## config.mk

```make
export PLATFORM = sky130hd
export DESIGN_NAME = multicycle_ctrl_flat
export DESIGN_NICKNAME = d
export VERILOG_FILES = /design/src/rtl/tinycpu_pkg.sv /design/src/rtl/multicycle_ctrl_if.sv /design/src/rtl/ctrl_decode.sv /design/src/rtl/multicycle_ctrl.sv /design/src/flat_wrapper.sv
export SDC_FILE = /design/constraint.sdc
export NUM_CORES = 1
export LEC_CHECK = 0
export CORE_AREA = 4 4 109 111
export DETAILED_ROUTE_END_ITERATION = 12
export DIE_AREA = 0 0 113 115
export PLACE_DENSITY = 0.56
export SYNTH_ARGS = -nofsm -noshare
export SYNTH_HDL_FRONTEND = slang
export SYNTH_SLANG_ARGS = --single-unit
```

## constraint.sdc

```tcl
create_clock -name clk -period 6.2 [get_ports clk]
set_input_delay 1.86 -clock clk [delete_from_list [all_inputs] [get_ports clk]]
set_output_delay 1.86 -clock clk [all_outputs]
set_load 0.02 [all_outputs]
```

## src/rtl/tinycpu_pkg.sv

```systemverilog
// Shared encodings for the tinyCPU multi-cycle controller: opcodes, datapath
// control codes, sequencer states and the decoded-instruction context.
package tinycpu_pkg;

  localparam logic [6:0] OP_R     = 7'b0110011;
  localparam logic [6:0] OP_I     = 7'b0010011;
  localparam logic [6:0] OP_LOAD  = 7'b0000011;
  localparam logic [6:0] OP_STORE = 7'b0100011;

  localparam logic [4:0] ALU_NOP   = 5'b00000;
  localparam logic [4:0] ALU_LUI   = 5'b00001;
  localparam logic [4:0] ALU_AUIPC = 5'b00010;
  localparam logic [4:0] ALU_ADD   = 5'b00011;
  localparam logic [4:0] ALU_SUB   = 5'b00100;

  localparam logic [5:0] EXT_R = 6'b000000;
  localparam logic [5:0] EXT_S = 6'b000001;
  localparam logic [5:0] EXT_I = 6'b000010;

  localparam logic [2:0] DMT_WORD   = 3'b000;
  localparam logic [2:0] DMT_HALF   = 3'b001;
  localparam logic [2:0] DMT_HALF_U = 3'b010;
  localparam logic [2:0] DMT_BYTE   = 3'b011;
  localparam logic [2:0] DMT_BYTE_U = 3'b100;

  typedef enum logic [2:0] {
    ST_FETCH  = 3'd0,
    ST_DECODE = 3'd1,
    ST_EXEC   = 3'd2,
    ST_MEM    = 3'd3,
    ST_WB     = 3'd4,
    ST_TRAP   = 3'd7
  } state_e;

  typedef enum logic [1:0] {CLS_R, CLS_I, CLS_LOAD, CLS_STORE} cls_e;

  typedef struct packed {
    cls_e       cls;
    logic [4:0] alu_op;
    logic [5:0] ext_op;
    logic [2:0] dmt;
  } ctx_t;

  typedef struct packed {
    ctx_t ctx;
    logic illegal;
  } dec_t;

  // Only signed byte/half/word accesses are implemented.
  function automatic logic size_ok(input logic [2:0] f3);
    return (f3 == 3'b000) || (f3 == 3'b001) || (f3 == 3'b010);
  endfunction

  function automatic logic [2:0] size_dmt(input logic [2:0] f3);
    case (f3)
      3'b000:  return DMT_BYTE;
      3'b001:  return DMT_HALF;
      default: return DMT_WORD;
    endcase
  endfunction

endpackage

```

## src/rtl/multicycle_ctrl_if.sv

```systemverilog
// Instruction-register fields, memory handshake and datapath controls between
// the multi-cycle sequencer (slave side) and the datapath/memory (master side).
interface multicycle_ctrl_if #(parameter int INSTRET_W = 32);
  logic [6:0]           Op;
  logic [2:0]           Funct3;
  logic [6:0]           Funct7;
  logic                 mem_ready;
  logic                 memReq;
  logic                 memWrite;
  logic                 memAddrSel;
  logic                 irWrite;
  logic                 pcWrite;
  logic                 regWrite;
  logic [4:0]           ALUOp;
  logic                 ALUSrc;
  logic [5:0]           EXTOp;
  logic [2:0]           dataMemoryType;
  logic                 writeDataSelection;
  logic                 illegal;
  logic                 bus_err;
  logic [2:0]           state;
  logic [INSTRET_W-1:0] instret;

  modport master (
    output Op, Funct3, Funct7, mem_ready,
    input  memReq, memWrite, memAddrSel, irWrite, pcWrite, regWrite, ALUOp, ALUSrc,
           EXTOp, dataMemoryType, writeDataSelection, illegal, bus_err, state, instret
  );

  modport slave (
    input  Op, Funct3, Funct7, mem_ready,
    output memReq, memWrite, memAddrSel, irWrite, pcWrite, regWrite, ALUOp, ALUSrc,
           EXTOp, dataMemoryType, writeDataSelection, illegal, bus_err, state, instret
  );
endinterface

```

## src/rtl/ctrl_decode.sv

```systemverilog
// Combinational instruction classifier; its result is captured by the
// sequencer only while in DECODE.
module ctrl_decode
  import tinycpu_pkg::*;
(
  input  logic [6:0] op_i,
  input  logic [2:0] funct3_i,
  input  logic [6:0] funct7_i,
  output dec_t       dec_o
);

  always_comb begin
    // NOTE: defaulting every field first keeps unmatched paths from inferring latches.
    dec_o         = '0;
    dec_o.illegal = 1'b1;
    case (op_i)
      OP_R: begin
        dec_o.ctx.cls = CLS_R;
        if (funct3_i == 3'b000 && funct7_i == 7'b0000000) begin
          dec_o.ctx.alu_op = ALU_ADD;
          dec_o.illegal    = 1'b0;
        end else if (funct3_i == 3'b000 && funct7_i == 7'b0100000) begin
          dec_o.ctx.alu_op = ALU_SUB;
          dec_o.illegal    = 1'b0;
        end
      end
      OP_I: begin
        dec_o.ctx.cls    = CLS_I;
        dec_o.ctx.alu_op = ALU_ADD;
        dec_o.ctx.ext_op = EXT_I;
        dec_o.illegal    = (funct3_i != 3'b000);
      end
      OP_LOAD: begin
        dec_o.ctx.cls    = CLS_LOAD;
        dec_o.ctx.alu_op = ALU_ADD;
        dec_o.ctx.ext_op = EXT_I;
        dec_o.ctx.dmt    = size_dmt(funct3_i);
        dec_o.illegal    = !size_ok(funct3_i);
      end
      OP_STORE: begin
        dec_o.ctx.cls    = CLS_STORE;
        dec_o.ctx.alu_op = ALU_ADD;
        dec_o.ctx.ext_op = EXT_S;
        dec_o.ctx.dmt    = size_dmt(funct3_i);
        dec_o.illegal    = !size_ok(funct3_i);
      end
      default: ;
    endcase
  end

endmodule

```

## src/rtl/multicycle_ctrl.sv

```systemverilog
// Multi-cycle sequencer for tinyCPU sharing one memory port between fetch and
// data access; traps on illegal opcodes and memory timeouts, counts retirements.
module multicycle_ctrl
  import tinycpu_pkg::*;
#(
  parameter int MEM_TIMEOUT = 16,
  parameter int INSTRET_W   = 32
) (
  input logic              clk,
  input logic              rstn,
  multicycle_ctrl_if.slave bus
);

  localparam int WAIT_W = (MEM_TIMEOUT > 0) ? $clog2(MEM_TIMEOUT + 1) : 1;

  state_e               state_q, state_d;
  ctx_t                 ctx_q, ctx_d;
  dec_t                 dec;
  logic                 run_q;
  logic [WAIT_W-1:0]    wait_q, wait_d;
  logic [INSTRET_W-1:0] instret_q, instret_d;
  logic                 illegal_q, illegal_d;
  logic                 bus_err_q, bus_err_d;
  logic                 mem_req, timeout;

  ctrl_decode u_decode (
    .op_i     (bus.Op),
    .funct3_i (bus.Funct3),
    .funct7_i (bus.Funct7),
    .dec_o    (dec)
  );

  // run_q holds off the first fetch until one clock edge after reset release.
  assign mem_req = (state_q == ST_FETCH && run_q) || (state_q == ST_MEM);
  assign timeout = (MEM_TIMEOUT > 0) && mem_req && !bus.mem_ready &&
                   (wait_q == WAIT_W'(MEM_TIMEOUT));

  always_comb begin
    state_d   = state_q;
    ctx_d     = ctx_q;
    instret_d = instret_q;
    illegal_d = illegal_q;
    bus_err_d = bus_err_q;
    wait_d    = wait_q;
    case (state_q)
      ST_FETCH: begin
        if (mem_req && bus.mem_ready) begin
          state_d = ST_DECODE;
        end else if (timeout) begin
          state_d   = ST_TRAP;
          bus_err_d = 1'b1;
        end
      end
      ST_DECODE: begin
        ctx_d = dec.ctx;
        if (dec.illegal) begin
          state_d   = ST_TRAP;
          illegal_d = 1'b1;
        end else begin
          state_d = ST_EXEC;
        end
      end
      ST_EXEC: state_d = (ctx_q.cls == CLS_LOAD || ctx_q.cls == CLS_STORE) ? ST_MEM : ST_WB;
      ST_MEM: begin
        if (bus.mem_ready) begin
          if (ctx_q.cls == CLS_STORE) begin
            state_d   = ST_FETCH;
            instret_d = instret_q + INSTRET_W'(1);
          end else begin
            state_d = ST_WB;
          end
        end else if (timeout) begin
          state_d   = ST_TRAP;
          bus_err_d = 1'b1;
        end
      end
      ST_WB: begin
        state_d   = ST_FETCH;
        instret_d = instret_q + INSTRET_W'(1);
      end
      ST_TRAP: ;
      default: state_d = ST_TRAP;
    endcase

    // The wait count restarts whenever a new state (FETCH or MEM) is entered.
    if (state_d != state_q) begin
      wait_d = '0;
    end else if ((MEM_TIMEOUT > 0) && mem_req && !bus.mem_ready &&
                 (wait_q != WAIT_W'(MEM_TIMEOUT))) begin
      wait_d = wait_q + WAIT_W'(1);
    end
  end

  always_comb begin
    bus.memReq             = mem_req;
    bus.memWrite           = 1'b0;
    bus.memAddrSel         = 1'b0;
    bus.irWrite            = 1'b0;
    bus.pcWrite            = 1'b0;
    bus.regWrite           = 1'b0;
    bus.ALUOp              = ALU_NOP;
    bus.ALUSrc             = 1'b0;
    bus.EXTOp              = EXT_R;
    bus.dataMemoryType     = DMT_WORD;
    bus.writeDataSelection = 1'b0;
    case (state_q)
      ST_FETCH: begin
        bus.irWrite = mem_req && bus.mem_ready;
        bus.pcWrite = mem_req && bus.mem_ready;
      end
      ST_EXEC: begin
        bus.ALUOp  = ctx_q.alu_op;
        bus.ALUSrc = (ctx_q.cls != CLS_R);
        bus.EXTOp  = ctx_q.ext_op;
      end
      ST_MEM: begin
        bus.memAddrSel     = 1'b1;
        bus.memWrite       = (ctx_q.cls == CLS_STORE);
        bus.ALUOp          = ctx_q.alu_op;
        bus.ALUSrc         = 1'b1;
        bus.EXTOp          = ctx_q.ext_op;
        bus.dataMemoryType = ctx_q.dmt;
      end
      ST_WB: begin
        bus.regWrite           = 1'b1;
        bus.writeDataSelection = (ctx_q.cls == CLS_LOAD);
        bus.dataMemoryType     = ctx_q.dmt;
      end
      default: ;
    endcase
  end

  assign bus.illegal = illegal_q;
  assign bus.bus_err = bus_err_q;
  assign bus.state   = state_q;
  assign bus.instret = instret_q;

  // NOTE: non-blocking updates make every register see pre-edge values regardless of order.
  always_ff @(posedge clk or negedge rstn) begin
    if (!rstn) begin
      state_q   <= ST_FETCH;
      ctx_q     <= '0;
      run_q     <= 1'b0;
      wait_q    <= '0;
      instret_q <= '0;
      illegal_q <= 1'b0;
      bus_err_q <= 1'b0;
    end else begin
      state_q   <= state_d;
      ctx_q     <= ctx_d;
      run_q     <= 1'b1;
      wait_q    <= wait_d;
      instret_q <= instret_d;
      illegal_q <= illegal_d;
      bus_err_q <= bus_err_d;
    end
  end

endmodule

```

## src/flat_wrapper.sv

```systemverilog
// flat-port wrapper written by rule: the top's interface ports become plain ports
module multicycle_ctrl_flat import tinycpu_pkg::*;
#(
  parameter int MEM_TIMEOUT = 16,
  parameter int INSTRET_W   = 32
)
  (clk, rstn, bus_Op, bus_Funct3, bus_Funct7, bus_mem_ready, bus_memReq, bus_memWrite, bus_memAddrSel, bus_irWrite, bus_pcWrite, bus_regWrite, bus_ALUOp, bus_ALUSrc, bus_EXTOp, bus_dataMemoryType, bus_writeDataSelection, bus_illegal, bus_bus_err, bus_state, bus_instret);
  multicycle_ctrl_if #(.INSTRET_W(INSTRET_W)) bus_i ();
  input logic clk;
  input logic rstn;
  input wire logic [$bits(bus_i.Op)-1:0] bus_Op;
  input wire logic [$bits(bus_i.Funct3)-1:0] bus_Funct3;
  input wire logic [$bits(bus_i.Funct7)-1:0] bus_Funct7;
  input wire logic [$bits(bus_i.mem_ready)-1:0] bus_mem_ready;
  output wire logic [$bits(bus_i.memReq)-1:0] bus_memReq;
  output wire logic [$bits(bus_i.memWrite)-1:0] bus_memWrite;
  output wire logic [$bits(bus_i.memAddrSel)-1:0] bus_memAddrSel;
  output wire logic [$bits(bus_i.irWrite)-1:0] bus_irWrite;
  output wire logic [$bits(bus_i.pcWrite)-1:0] bus_pcWrite;
  output wire logic [$bits(bus_i.regWrite)-1:0] bus_regWrite;
  output wire logic [$bits(bus_i.ALUOp)-1:0] bus_ALUOp;
  output wire logic [$bits(bus_i.ALUSrc)-1:0] bus_ALUSrc;
  output wire logic [$bits(bus_i.EXTOp)-1:0] bus_EXTOp;
  output wire logic [$bits(bus_i.dataMemoryType)-1:0] bus_dataMemoryType;
  output wire logic [$bits(bus_i.writeDataSelection)-1:0] bus_writeDataSelection;
  output wire logic [$bits(bus_i.illegal)-1:0] bus_illegal;
  output wire logic [$bits(bus_i.bus_err)-1:0] bus_bus_err;
  output wire logic [$bits(bus_i.state)-1:0] bus_state;
  output wire logic [$bits(bus_i.instret)-1:0] bus_instret;
  assign bus_i.Op = bus_Op;
  assign bus_i.Funct3 = bus_Funct3;
  assign bus_i.Funct7 = bus_Funct7;
  assign bus_i.mem_ready = bus_mem_ready;
  assign bus_memReq = bus_i.memReq;
  assign bus_memWrite = bus_i.memWrite;
  assign bus_memAddrSel = bus_i.memAddrSel;
  assign bus_irWrite = bus_i.irWrite;
  assign bus_pcWrite = bus_i.pcWrite;
  assign bus_regWrite = bus_i.regWrite;
  assign bus_ALUOp = bus_i.ALUOp;
  assign bus_ALUSrc = bus_i.ALUSrc;
  assign bus_EXTOp = bus_i.EXTOp;
  assign bus_dataMemoryType = bus_i.dataMemoryType;
  assign bus_writeDataSelection = bus_i.writeDataSelection;
  assign bus_illegal = bus_i.illegal;
  assign bus_bus_err = bus_i.bus_err;
  assign bus_state = bus_i.state;
  assign bus_instret = bus_i.instret;
  multicycle_ctrl #(.MEM_TIMEOUT(MEM_TIMEOUT), .INSTRET_W(INSTRET_W)) u_core (.clk(clk), .rstn(rstn), .bus(bus_i));
endmodule
```

Word level (Yosys, flattened, before mapping):

Index checks and enable logic that the tools add are counted.

* input bits: 20
* word-level logic and storage cells: 95
* bits in registers: 59

* reductions and logical operators: 28
* mux-type cells: 34
* add/subtract/negate cells: 2
* equality and inequality tests: 21

Operator list (count)
* 2-to-1 mux 32 bit: 2
* one-hot mux 32 bit (2 select lines): 1
* adder 32 x 1 -> 32 bit (second input constant): 1
* one-hot mux 7 bit (4 select lines): 1
* 2-to-1 mux 3 bit: 8
* equality test 7 x 6 -> 1 bit (second input constant): 3
* 2-to-1 mux 5 bit: 4
* one-hot mux 3 bit (6 select lines): 1
* 2-to-1 mux 1 bit: 10
* equality test 3 x 2 -> 1 bit (second input constant): 3
* != test 2 bit (second input constant): 4
* one-hot mux 2 bit (2 select lines): 2
* nonzero test 2 bit: 4
* OR reduction 2 bit: 4
* equality test 7 x 2 -> 1 bit (second input constant): 1
* equality test 7 x 5 -> 1 bit (second input constant): 1
* logical AND 1 bit: 7
* logical NOT 7 bit: 1
* equality test 3 x 1 -> 1 bit (second input constant): 2
* equality test 3 bit (second input constant): 2
* logical NOT 3 bit: 2
* 2-to-1 mux 6 bit: 1
* AND reduction 3 bit: 2
* adder 5 x 1 -> 5 bit (second input constant): 1
* other kinds (11): 17

Logic depth before layout (Yosys ltp):

Gate-level depths: netlist of run 1.

* word-level depth: 10
* depth in mapped cells: 10
* depth with buffers taken out: 8

By module:

From an unflattened synthesis of run 1, not the netlist that was laid out.

* cells, all modules: 295
* area total of the unflattened synthesis: 3256.9 sq um

By module, submodules not included
* multicycle_ctrl: area each 3054.2 sq um, sequential area each 1476.4 sq um, instances 1, cells an instance 264
* ctrl_decode: area each 202.7 sq um, sequential area each 0.0 sq um, instances 1, cells an instance 31

Least setup slack after synthesis of run 1:

Ideal clock, no wire load.

* kind: input to output
* start: input bus_mem_ready
* end: output bus_pcWrite
* buffers on the path: 1
* slack: 2039 ps
* cell stages on the path: 3
* arrival time: 2301 ps
* cell sequence: nand4b_1 -> inv_1 -> buf_4

* longest elaborated chain between the ends: 2

Ends and longest elaborated chain
* start: declaration: RTL line flat_wrapper.sv:14 `input wire logic [$bits(bus_i.mem_ready)-1:0] bus_mem_ready;`
* logical AND 1 bit
* 2-to-1 mux 1 bit
* end: declaration: RTL line flat_wrapper.sv:19 `output wire logic [$bits(bus_i.pcWrite)-1:0] bus_pcWrite;`

Every way passes these cells.

Worst setup path after layout of run 1:

* start: input bus_mem_ready
* end: output bus_irWrite

* longest elaborated chain between the ends: 2

Ends and longest elaborated chain
* logical AND 1 bit: RTL line multicycle_ctrl.sv:108 `bus.irWrite = mem_req && bus.mem_ready;`
* 2-to-1 mux 1 bit: RTL line multicycle_ctrl.sv:106 `case (state_q)`
* end: declaration: RTL line flat_wrapper.sv:18 `output wire logic [$bits(bus_i.irWrite)-1:0] bus_irWrite;`

Every way passes these cells.

==> reports/metrics.csv, run 1 <==
metric,value,unit
Worst-Skew Late Latency,300,ps
fmax,193,MHz
Critical Path AT,3330,ps
P&R area growth vs syn,33.9,%
Seq cells post-synth,51,
Fill cells,1136,
CTS tree,yes,
total wire length,6420,um
Period minus WS final,5190,ps
Placer Congestion,0.761,
antenna violations before repair,0,
Reg area,1280,um^2
GRT Overall Usage,10.3,%
Post-Route Setup TNS,0,ps
status,"complete, no violations",
clk slew on worst S/H paths,90,ps
synth unique cells,48,
deepest clock path buffer count,2,
Gate Count Post-Synth,262,
Final Setup Violations,0,
Die Y,115,um
"Avg Cell Area, Syn",10.3,um^2
dominant cell type by area after synthesis,dfrtp_1,
Synth Cell Area,2700,um^2
"critical path fanouts, max",7,
vias in the first global route,2240,
share of post-route cells with drive strength above 1,6.67,%
Main synth FF type,dfrtp_1,
first drt pass iteration count,4,
worst r2r path cells,6,
multi-input logic area,1310,um^2
maximum vdd drop,93.1,uV
Clock Skew,12.4,ps
ANT cells,0,
Worst-Margin Slew,861,ps
row cnt,38,
Leak Pwr,1.54,nW
Post-DP HPWL,4770,um
CP cell instances,clkdlybuf4s50_1 -> nand4b_1 -> inv_1 -> clkdlybuf4s50_1,
worst hold path type,flop to flop,
post-DR vias/cell,4.52,
post_cts resized,0,
WP data required,4340,ps
H-tree depth,2,
Worst path slowest cell,clkdlybuf4s50_1,
"EDFF count, synth",0,
yosys warns,0,
Area contributors post-synth,"dfrtp_1, xnor2_1, xor2_1",
Port Buffers,71,
Worst Hold Margin,471,ps
pin count of the biggest net entering global routing,52,
hold_buf cts,0,
Final nets,353,
RSZ-0062 raised after global routing,no,
ys async rst share,100,%
Via Count,2126,
fin crit share,83.8,%
post-route ant nets,0,
Chip Width,113,um
global-route wire length before repair,11000,um
Core Area,10800,um^2
die area,13000,um^2
Final Hold Fails,0,
Clock Sinks,51,
kind of end point of the critical path,output pin,
CP most frequent cell,clkdlybuf4s50_1,
DRC errors left,0,
hold path depth,1,
worst rel slew slack,42.4,%
cell area power density,210,nW/um^2
post-CTS setup buffers,0,
per-cell routed wire length,13.7,um
CP Class,input port to output pin,
Pins Over Slew Limit,0,
Num CTS Buffers,5,
IO Count,79,
max-cap violations,0,
initial DRC count,51,
crit-path max cell delay,610,ps
clock root cell,clkbuf_8,
Synth top area share,47.3,%
Starting Density,25.0,%
"Remaining Overflow, GRT",0,
"Seq/Total Area, Yosys",47.3,%
CP Launch Type,input port,
[layout by cell type (no fill, tap or decap), types with 5 or more instances in the layout]
cell             instances
a21o_1                   5
and2_1                   7
clkbuf_8                 5
clkdlybuf4s50_1         70
conb_1                   8
dfrtp_1                 51
inv_1                    9
nand2_1                 27
nand3_1                 17
nand4_1                 11
nor2_1                  14
nor3_1                   5
nor3_2                   5
o21ai_0                  7
xnor2_1                 23
xor2_1                  14
[final cells by class]
cell class | instances | area share, %
multi-input combinational | 191 | 36.2
sequential | 51 | 35.3
timing repair buffer | 72 | 19.8
tap | 140 | 4.85
clock buffer | 5 | 1.91
clock inverter | 2 | 1.04
inverter | 9 | 0.936
[report_power, final]
group	total, mW	internal, mW	switching [mW]
clock network	0.230	0.118	0.112
registers	0.409	0.369	0.0400
logic	0.119	0.0615	0.0570
total	0.758	0.549	0.209
[routing by layer]
layer	GRT usage, %	vias to the layer above	wire (um)
met5	0	-	0
met4	2.40	0	51
met3	3.63	7	562
met2	16.3	75	2770
met1	13.5	1024	3040
li1	-	1020	-
[critical path: cells and delay by family]
kind                   cells  cell delay, ps
and+or+nand+nor            1             150
buffers and inverters      3            1320
[flip-flops by register name, summed over array words and instances (netlist names)]
register / flops
u_core.bus.illegal: 1
u_core.ctx_q: 8
u_core.bus.state: 3
u_core.bus.instret: 32
u_core.wait_q: 5
u_core.run_q: 1
u_core.bus.bus_err: 1
[metrics by stage]
stage	setup slack [ps]	total power, mW	std cells	util [%]	instance area, um^2
after CTS	1000	0.771	470	33.5	3610
after global routing	891	0.804	470	33.5	3610
after floorplan	2040	0.476	268	-	2720
after detailed placement	1010	0.536	463	32.5	3500
after global placement	1040	0.533	463	32.5	3500
final	1010	0.758	470	33.5	3610
[cell families after synthesis]
group	share of synthesized area (%)
AO/OA/AOI/OAI	7.98
AND/OR/NAND/NOR	24.5
adder cells (fa/ha/maj)	1.39
XOR/XNOR	13.0
other	0.278
multiplexers	0.371
buffers and inverters	5.10
flip-flops	47.3
[final timing paths]
| check | from | endpoint | slack (ps) |
|---|---|---|---|
| worst max-delay path | bus_mem_ready | bus_irWrite | 1010 |
| max in group asynchronous | rstn | u_core.bus.instret[3] | 4080 |
| worst min register to register | u_core.bus.bus_err | u_core.bus.bus_err | 470 |
| worst min-delay path | u_core.bus.bus_err | u_core.bus.bus_err | 470 |
| min in group asynchronous | rstn | u_core.bus.instret[5] | 1670 |
| worst max register to register | u_core.bus.state[0] | u_core.bus.instret[23] | 3540 |
[Yosys cell counts, types with 2 or more instances]
library cell and count:
a21o_1 5, a21oi_1 2, a22o_1 2, and2_1 7, and3_1 3, and4_1 4, buf_2 5, buf_4 9
clkbuf_1 3, conb_1 2, dfrtp_1 51, ha_1 3, inv_1 9, nand2_1 27, nand3_1 17, nand4_1 11
nand4b_1 2, nor2_1 14, nor2b_1 3, nor3_1 5, nor3_2 5, nor3b_1 2, nor4b_1 2, o211ai_1 2
o21ai_0 7, o31ai_1 2, o41ai_1 2, xnor2_1 23, xor2_1 14
(Power assumes the default switching activity.)
==> run 2, diff against run 1 <==
- clock period: 6.2 -> 5.1 ns (I/O delays scaled with it)
==> reports/metrics.csv, run 2 (synthesis gave the netlist of run 1 again) <==
metric,value,unit,change
Period minus WS final,4540,ps,
ANT cells,0,,unchanged
r2r endpoint,u_core.bus.instret[23],,unchanged
CP most frequent cell,clkdlybuf4s50_1,,unchanged
Final Setup Violations,0,,unchanged
end of the worst hold path,u_core.bus.bus_err,,unchanged
Port Buffers,71,,unchanged
"Remaining Overflow, GRT",0,,unchanged
Worst-Skew Late Latency,300,ps,about the same
status,"complete, no violations",,unchanged
Clock Skew,13.3,ps,was 12.4 ps
"critical path fanouts, max",7,,unchanged
fmax,220,MHz,
Worst path slowest cell,clkdlybuf4s50_1,,unchanged
Final Hold Fails,0,,unchanged
most frequent cells in the layout,"clkdlybuf4s50_1, dfrtp_1, nand2_1",,unchanged
Placer Congestion,0.772,,was 0.761
"most common cell after layout, fill and taps aside",clkdlybuf4s50_1,,unchanged
hold_buf cts,0,,unchanged
CP Launch Type,input port,,unchanged
max FFs per register,32,,unchanged
post_cts resized,0,,unchanged
WP data required,3570,ps,was 4340 ps
reg2reg start,u_core.bus.state[0],,unchanged
crit-path max cell delay,610,ps,about the same
Worst-Margin Slew,884,ps,was 861 ps
Core Area,10800,um^2,unchanged
post-DR vias/cell,4.56,,was 4.52
global-route wire length before repair,11000,um,about the same
Fill cells,1125,,was 1136
vias in the first global route,2218,,was 2240
cell area power density,255,nW/um^2,was 210 nW/um^2
CTS tree,yes,,unchanged
Chip Width,113,um,unchanged
total wire length,6430,um,was 6420 um
share of post-route cells with drive strength above 1,6.67,%,unchanged
post-route ant nets,0,,unchanged
max-cap violations,0,,unchanged
CP cell instances,clkdlybuf4s50_1 -> nand4b_1 -> inv_1 -> clkdlybuf4s50_1,,unchanged
Pins Over Slew Limit,0,,unchanged
Layout Utilization,33.5,%,unchanged
DRC errors left,0,,unchanged
clk slew on worst S/H paths,80,ps,was 90 ps
post-CTS setup buffers,0,,unchanged
P&R area growth vs syn,33.9,%,unchanged
worst hold path type,flop to flop,,unchanged
pin count of the biggest net entering global routing,28,,was 52
Post-Route Setup TNS,0,ps,unchanged
IO Count,79,,unchanged
clock root cell,clkbuf_8,,unchanged
worst r2r path cells,6,,unchanged
fin crit share,88.9,%,
hold path depth,1,,unchanged
per-cell routed wire length,13.7,um,about the same
Num CTS Buffers,5,,unchanged
maximum vdd drop,102,uV,was 93.1 uV
Clock Sinks,51,,unchanged
Starting Density,25.0,%,unchanged
worst rel slew slack,40.8,%,was 42.4%
antenna violations before repair,0,,unchanged
r2r setup slk,2400,ps,was 3540 ps
Final nets,353,,unchanged
CP Class,input port to output pin,,unchanged
deepest clock path buffer count,2,,unchanged
first drt pass iteration count,4,,unchanged
kind of end point of the critical path,output pin,,unchanged
Leak Pwr,1.54,nW,unchanged
H-tree depth,2,,unchanged
initial DRC count,57,,was 51
Die Y,115,um,unchanged
RSZ-0062 raised after global routing,no,,unchanged
row cnt,38,,unchanged
die area,13000,um^2,unchanged
Hold Crit Start,u_core.bus.bus_err,,unchanged
Critical Path AT,3010,ps,was 3330 ps
Via Count,2145,,was 2126
GRT Overall Usage,10.4,%,was 10.3%
Post-DP HPWL,4840,um,was 4770 um
==> run 2: cell counts in the layout (fill, tap and decap cells not counted) <==
No cell type changed its count.
==> run 2: through the flow <==
stage	power (mW)	setup WS (ps)	hold slack (ps)	cell area, um^2	instances
after floorplan	0.579	1600	435	2720	268
after global placement	0.648	594	449	3500	463
after detailed placement	0.651	559	454	3500	463
after CTS	0.938	552	475	3610	470
after global routing	0.979	450	505	3610	470
final	0.920	564	472	3610	470
==> run 2: layer usage <==
layer | global-route usage (%) | part of all wire (%) | up-vias
met5 | 0 | 0 | -
li1 | - | - | 1037
met4 | 2.64 | 0.79 | 0
met3 | 3.53 | 8.2 | 7
met2 | 16.0 | 42 | 75
met1 | 14.0 | 49 | 1026
==> run 2: worst max-delay path by stage <==
stage,from,endpoint,slack [ps],depth (start not counted)
2_1_floorplan,bus_mem_ready,bus_pcWrite,1600,3
3_3_place_gp,bus_mem_ready,bus_irWrite,590,4
3_5_place_dp,bus_mem_ready,bus_irWrite,560,4
4_1_cts,bus_mem_ready,bus_irWrite,550,4
5_1_grt,bus_mem_ready,bus_irWrite,450,4
6_report,bus_mem_ready,bus_irWrite,560,4
==> run 2: final cells by class <==
type	count	area [um^2]	area share, %
Clock buffer	5	68.8	1.91
Clock inverter	2	37.5	1.04
Timing Repair Buffer	72	713	19.8
Multi-Input combinational cell	191	1310	36.2
Inverter	9	33.8	0.936
Tap cell	140	175	4.85
Sequential cell	51	1280	35.3
==> run 2: critical path, delay by kind of cell <==
family	cells	cell delay [ps]
buffers and inverters	3	1320
AND/OR/NAND/NOR	1	160
==> run 2: power breakdown <==
group / internal (mW) / leakage [nW] / switching, mW / total (mW)
Combinational: 0.0750 / 0.834 / 0.0705 / 0.145
Clock: 0.144 / 0.0502 / 0.134 / 0.277
Sequential: 0.449 / 0.658 / 0.0478 / 0.497
